$ cat config.mk
export PLATFORM = sky130hd
export DESIGN_NAME = uart_rx_os
export DESIGN_NICKNAME = d
export VERILOG_FILES = /design/src/rtl/uart_pkg.sv /design/src/rtl/uart_sync2.sv /design/src/rtl/uart_rx_os.sv
export SDC_FILE = /design/constraint.sdc
export NUM_CORES = 1
export LEC_CHECK = 0
export ABC_AREA = 1
export BUFFER_PORTS_ARGS = -buffer_cell sky130_fd_sc_hd__buf_2
export CAP_MARGIN = 20
export CORE_MARGIN = 2
export CORE_UTILIZATION = 35
export CTS_BUF_LIST = sky130_fd_sc_hd__clkbuf_8
export DETAILED_ROUTE_END_ITERATION = 12
export PLACE_DENSITY = 0.59
export SYNTH_ARGS = -nofsm -noshare
export SYNTH_HDL_FRONTEND = slang
export SYNTH_SLANG_ARGS = --single-unit
$ cat constraint.sdc
create_clock -name clk -period 1.7 [get_ports clk]
set_input_delay 0.17 -clock clk [delete_from_list [all_inputs] [get_ports clk]]
set_output_delay 0.17 -clock clk [all_outputs]
set_load 0.05 [all_outputs]
$ cat src/rtl/uart_pkg.sv
// rtl/uart_pkg.sv - shared UART state encoding and oversampling constants
package uart_pkg;

  typedef enum logic [2:0] {IDLE, START, DATA, PARITY, STOP} uart_state_t;

  localparam int OVERSAMPLE = 16;
  localparam int MID_TICK   = 7;

endpackage

$ cat src/rtl/uart_sync2.sv
// rtl/uart_sync2.sv - two-flop synchroniser with configurable reset value
module uart_sync2
  import uart_pkg::*;
#(
  parameter logic RESET_VAL = 1'b1
) (
  input  logic clk,
  input  logic reset,
  input  logic d,
  output logic q
);

  logic meta;

  always_ff @(posedge clk or posedge reset) begin
    if (reset) begin
      meta <= RESET_VAL;
      q    <= RESET_VAL;
    end else begin
      meta <= d;
      q    <= meta;
    end
  end

endmodule

$ cat src/rtl/uart_rx_os.sv
// rtl/uart_rx_os.sv - 16x oversampling UART receiver with one-entry holding register
// Optional parity stage enabled by defining UART_RX_PARITY_EN.
module uart_rx_os
  import uart_pkg::*;
#(
  parameter int DBIT    = 8,
  parameter int SB_TICK = 16
`ifdef UART_RX_PARITY_EN
  ,
  parameter bit PARITY_ODD = 1'b0
`endif
) (
  input  logic       clk,
  input  logic       reset,
  input  logic       s_tick,
  input  logic       rx,
  input  logic       rd_ack,
  output logic [7:0] dout,
  output logic       rx_valid,
  output logic       rx_done_tick,
  output logic       frame_err,
  output logic       parity_err,
  output logic       overrun_err
);

  // Stop lengths above one bit need a fifth tick-counter bit.
  localparam int SW = (SB_TICK > OVERSAMPLE) ? 5 : 4;
  localparam logic [SW-1:0] S_MID  = SW'(MID_TICK);
  localparam logic [SW-1:0] S_LAST = SW'(OVERSAMPLE - 1);
  localparam logic [SW-1:0] S_END  = SW'(SB_TICK - 1);
  localparam logic [2:0]    N_LAST = 3'(DBIT - 1);
`ifdef UART_RX_PARITY_EN
  localparam uart_state_t AFTER_DATA = PARITY;
`else
  localparam uart_state_t AFTER_DATA = STOP;
`endif

  logic          rx_s;
  uart_state_t   state_q, state_d;
  logic [SW-1:0] s_q, s_d;
  logic [2:0]    n_q, n_d;
  logic [7:0]    b_q, b_d;
  logic          stop_ok_q, stop_ok_d;
  logic          frame_done;
  logic          perr_calc;

  uart_sync2 #(.RESET_VAL(1'b1)) u_sync (
    .clk   (clk),
    .reset (reset),
    .d     (rx),
    .q     (rx_s)
  );

`ifdef UART_RX_PARITY_EN
  logic       par_q, par_d;
  logic [7:0] data_aligned;
  assign data_aligned = b_q >> (8 - DBIT);
  assign perr_calc    = par_q != ((^data_aligned) ^ PARITY_ODD);
`else
  assign perr_calc = 1'b0;
`endif

  always_ff @(posedge clk or posedge reset) begin
    if (reset) begin
      state_q   <= IDLE;
      s_q       <= '0;
      n_q       <= '0;
      b_q       <= '0;
      stop_ok_q <= 1'b0;
`ifdef UART_RX_PARITY_EN
      par_q     <= 1'b0;
`endif
    end else begin
      state_q   <= state_d;
      s_q       <= s_d;
      n_q       <= n_d;
      b_q       <= b_d;
      stop_ok_q <= stop_ok_d;
`ifdef UART_RX_PARITY_EN
      par_q     <= par_d;
`endif
    end
  end

  always_comb begin
    state_d    = state_q;
    s_d        = s_q;
    n_d        = n_q;
    b_d        = b_q;
    stop_ok_d  = stop_ok_q;
    frame_done = 1'b0;
`ifdef UART_RX_PARITY_EN
    par_d      = par_q;
`endif
    case (state_q)
      IDLE: begin
        if (!rx_s) begin
          state_d = START;
          s_d     = '0;
        end
      end
      START: begin
        if (s_tick) begin
          if (s_q == S_MID) begin
            if (!rx_s) begin
              state_d = DATA;
              s_d     = '0;
              n_d     = '0;
            end else begin
              state_d = IDLE;
            end
          end else begin
            s_d = s_q + 1'b1;
          end
        end
      end
      DATA: begin
        if (s_tick) begin
          if (s_q == S_LAST) begin
            s_d = '0;
            b_d = {rx_s, b_q[7:1]};
            if (n_q == N_LAST) state_d = AFTER_DATA;
            else               n_d     = n_q + 3'd1;
          end else begin
            s_d = s_q + 1'b1;
          end
        end
      end
      PARITY: begin
`ifdef UART_RX_PARITY_EN
        if (s_tick) begin
          if (s_q == S_LAST) begin
            par_d   = rx_s;
            s_d     = '0;
            state_d = STOP;
          end else begin
            s_d = s_q + 1'b1;
          end
        end
`else
        state_d = IDLE;
`endif
      end
      STOP: begin
        if (s_tick) begin
          // With one stop bit the sample and completion share a tick, so use stop_ok_d.
          if (s_q == S_LAST) stop_ok_d = rx_s;
          if (s_q == S_END) begin
            frame_done = 1'b1;
            state_d    = IDLE;
          end else begin
            s_d = s_q + 1'b1;
          end
        end
      end
      default: state_d = IDLE;
    endcase
  end

  logic parity_err_q;

  always_ff @(posedge clk or posedge reset) begin
    if (reset) begin
      dout         <= '0;
      rx_valid     <= 1'b0;
      rx_done_tick <= 1'b0;
      frame_err    <= 1'b0;
      parity_err_q <= 1'b0;
      overrun_err  <= 1'b0;
    end else begin
      rx_done_tick <= frame_done;
      if (frame_done && (!rx_valid || rd_ack)) begin
        dout         <= b_q >> (8 - DBIT);
        frame_err    <= !stop_ok_d;
        parity_err_q <= perr_calc;
        rx_valid     <= 1'b1;
        if (rd_ack) overrun_err <= 1'b0;
      end else if (frame_done) begin
        overrun_err <= 1'b1;
      end else if (rd_ack && rx_valid) begin
        rx_valid    <= 1'b0;
        overrun_err <= 1'b0;
      end
    end
  end

`ifdef UART_RX_PARITY_EN
  assign parity_err = parity_err_q;
`else
  assign parity_err = 1'b0;
`endif

endmodule

==> qor.yml <==
worst_setup_path:
  worstSetupPathType: "register to register"
  crit_path_end_kind: "register"
  reg2reg_to: "n_q[0]$_DFFE_PP0P_"
  critPathLaunchType: "register"
  critPathArrivalTime_ns: 1.71
  cp.required_ns: 1.86
  rr_worst_depth: 7
  r2r_setup_slack_ns: 0.16
  crit_fanout: 4
  reg2reg_from: "n_q[0]$_DFFE_PP0P_"
route:
  route.detailed.drc: 0
  viasPerCell: 4.55
  vias: 1480
  drt_iter0_markers: 109
  wirelength_mm: 3.58
  firstDrtPassIters: 4
  antenna_left: 0
  wl_per_cell_um: 11.0
grt:
  grt_pass1_vias: 1361
  grt_use_total_pct: 15.1
  overflow: 0
  grt_max_degree: 33
  grt_pass1_wl_mm: 6.30
  antenna_found_initial: 0
yosys:
  synth_adder_area_share_pct: 2.13
  synth_seq_cells: 32
  synth_largest_area_cell: "dfrtp_1"
  netlist_top_cells_count: "nand2_1 (80), dfrtp_1 (30), inv_1 (26)"
  synth_cells: 231
  syn-cell-area_um2: 1760
  synth_top_family_by_area: "simple AND/OR/NAND/NOR gates"
  synthArstFlopShare_pct: 100
  muxShareOfSynthArea_pct: 0
  synthXorXnorAreaFrac_pct: 0
  synth.area.top_cells: "dfrtp_1 (43%), nand2_1 (17%), nand3_1 (6.5%)"
  synth_top_cell_area_share_pct: 42.6
  synth_ff_type: "dfrtp_1"
  synth_compound_area_share_pct: 8.51
  yosysSeqAreaShare_pct: 45.5
  avgSynthCellArea_um2: 7.64
  synth_edf_count: 0
  yosysMostFrequentCell: "nand2_1"
  synth.distinct_cells: 26
  synth-simple-area-share_pct: 34.7
  syn_nets: 239
  yosysWarnings: 0
power_and_ir_drop:
  pwr-share-seq_pct: 34.5
  power.switching_uw: 1100
  p_sw_share_pct: 40.0
  internal_power_uw: 1650
  combPwrFrac_pct: 39.3
  power_density_nw_per_um2: 1330
  ir_drop_v: 0.000457
  p_leak_uw: 0.00112
  pwr-share-clk_pct: 26.2
hold_path:
  worstHoldStart: "rd_ack"
  hp-class: "input port to register"
  min_to: "overrun_err$_DFFE_PP0P_"
  min_path_cells: 4
clock_network:
  clk_pin_slew_ns: 0.07
  cts_buffer_depth: 2
  h-tree-depth: 2
  root_buffer: "clkbuf_8"
  cts_tree: "done"
  cts_buffers: 5
  cts.sinks: 32
  clk_latency_ns: 0.28
die:
  num_rows: 25
  start_util_pct: 36.9
  fp.dieArea_um2: 5620
  ios: 18
  core_um2: 4790
  fp.dieH_um: 75.0
  die_w_um: 75.0
timing:
  clock_skew_ns: 0.00373
  finalSetupViolations: 0
  max_freq_ghz: 0.648
  rsz0062_at_grt: "false"
  setup_slack_ns: 0.157
  fin_crit_sh_pct: 90.8
  finalHoldViolCount: 0
  slew_viol_final: 0
  fin_setup_tns_ns: 0
  hold_ws_ns: 0.159
  fin_crit_ns: 1.54
outcome:
  status: "complete, no violations"
placed_design:
  port_buffers: 16
  gp_congestion: 0.832
  hpwl_mm: 2.62
  place_ws_ns: 0.0987
final_layout:
  drive_gt1_share_pct: 23.6
  antenna_cells: 0
  layout.nets: 265
  areaGrowthSynthToFinish_pct: 17.7
run:
  drv_cap: 0
kinds of logic (layout without fill, tap and decap cells):
logic type	after synthesis	after routing
and+or+nand+nor	136	136
buffers and inverters	36	63
DFF	32	32
AOI/OAI and AO/OA	23	23
adders and majority gates	3	3
other	1	1
stage by stage:
stage | cell area, um2 | instances | power [uW] | util, %
6_report | 2080 | 325 | 2750 | 43.4
5_1_grt | 2080 | 325 | 3000 | 43.4
4_1_cts | 2060 | 324 | 2740 | 43.0
3_5_place_dp | 1930 | 314 | 2000 | 40.3
3_3_place_gp | 1930 | 314 | 1990 | 40.3
2_1_floorplan | 1760 | 231 | 1750 | -
critical path: stages, from the launching register on:
cell and delay (ns):
dfrtp_1 0.40, ha_1 0.20, ha_1 0.17, nand3b_1 0.19, o21ai_2 0.22, nand2_1 0.12, nand2_1 0.07, nand2_1 0.06
power groups by stage:
stage	Combinational [uW]	Sequential [uW]	Clock, uW
finish	1080	949	720
global route	1260	960	782
CTS	1040	949	745
detailed placement	1030	963	0
global placement	1030	961	0
floorplan	831	921	0
routing by layer:
layer  GRT usage, %  vias up  part of all wire (%)
li1               -      770                     -
met5              0        -                     0
met4           5.95        0                   1.2
met2           23.0       26                    48
met1           20.4      682                    46
met3           4.02        2                   4.2
layout make-up:
type                            instances  area (um2)
Sequential cell                        32         803
Tap cell                               67        83.8
Multi-Input combinational cell        163         813
Timing Repair Buffer                   24         145
Inverter                               31         119
Clock inverter                          3        42.5
Fill cell                             526        2710
Clock buffer                            5        68.8
layout by cell type, fill, tap and decap left out, drive strengths merged, types with 2 or more instances in the layout:
cell         count
ha               3
nand3           25
clkbuf           5
nand4            2
o21ai           21
nand2           85
buf             22
dfrtp           30
inv             31
o21bai           2
dfstp            2
nor2            22
dlygate4sd3      2
state kept, by name, summed over array words and instances, names as in the netlist:
signal and flops:
b_q 8, dout 8, frame_err 1, n_q 3
overrun_err 1, rx_done_tick 1, rx_valid 1, s_q 4
state_q 3, u_sync.meta 1, u_sync.q 1
worst max-delay path by stage:
stage,startpoint,endpoint,cells past startpoint
after detailed placement,s_q[1]$_DFFE_PP0P_,n_q[0]$_DFFE_PP0P_,8
after global placement,s_q[1]$_DFFE_PP0P_,n_q[0]$_DFFE_PP0P_,8
after global routing,n_q[0]$_DFFE_PP0P_,n_q[1]$_DFFE_PP0P_,7
after floorplan,s_q[0]$_DFFE_PP0P_,dout[7]$_DFFE_PP0P_,9
final,n_q[0]$_DFFE_PP0P_,n_q[0]$_DFFE_PP0P_,7
after CTS,s_q[1]$_DFFE_PP0P_,n_q[0]$_DFFE_PP0P_,8
repair_timing:
item | 4_1_cts | 5_1_grt
endpoints found under the hold margin | 31 | 0
hold buffers | 2 | 0
gates resized for setup | 0 | 4
setup buffers | 0 | 1
setup endpoints to repair | 0 | 5
No activity file was read; power rests on OpenSTA's default activity.
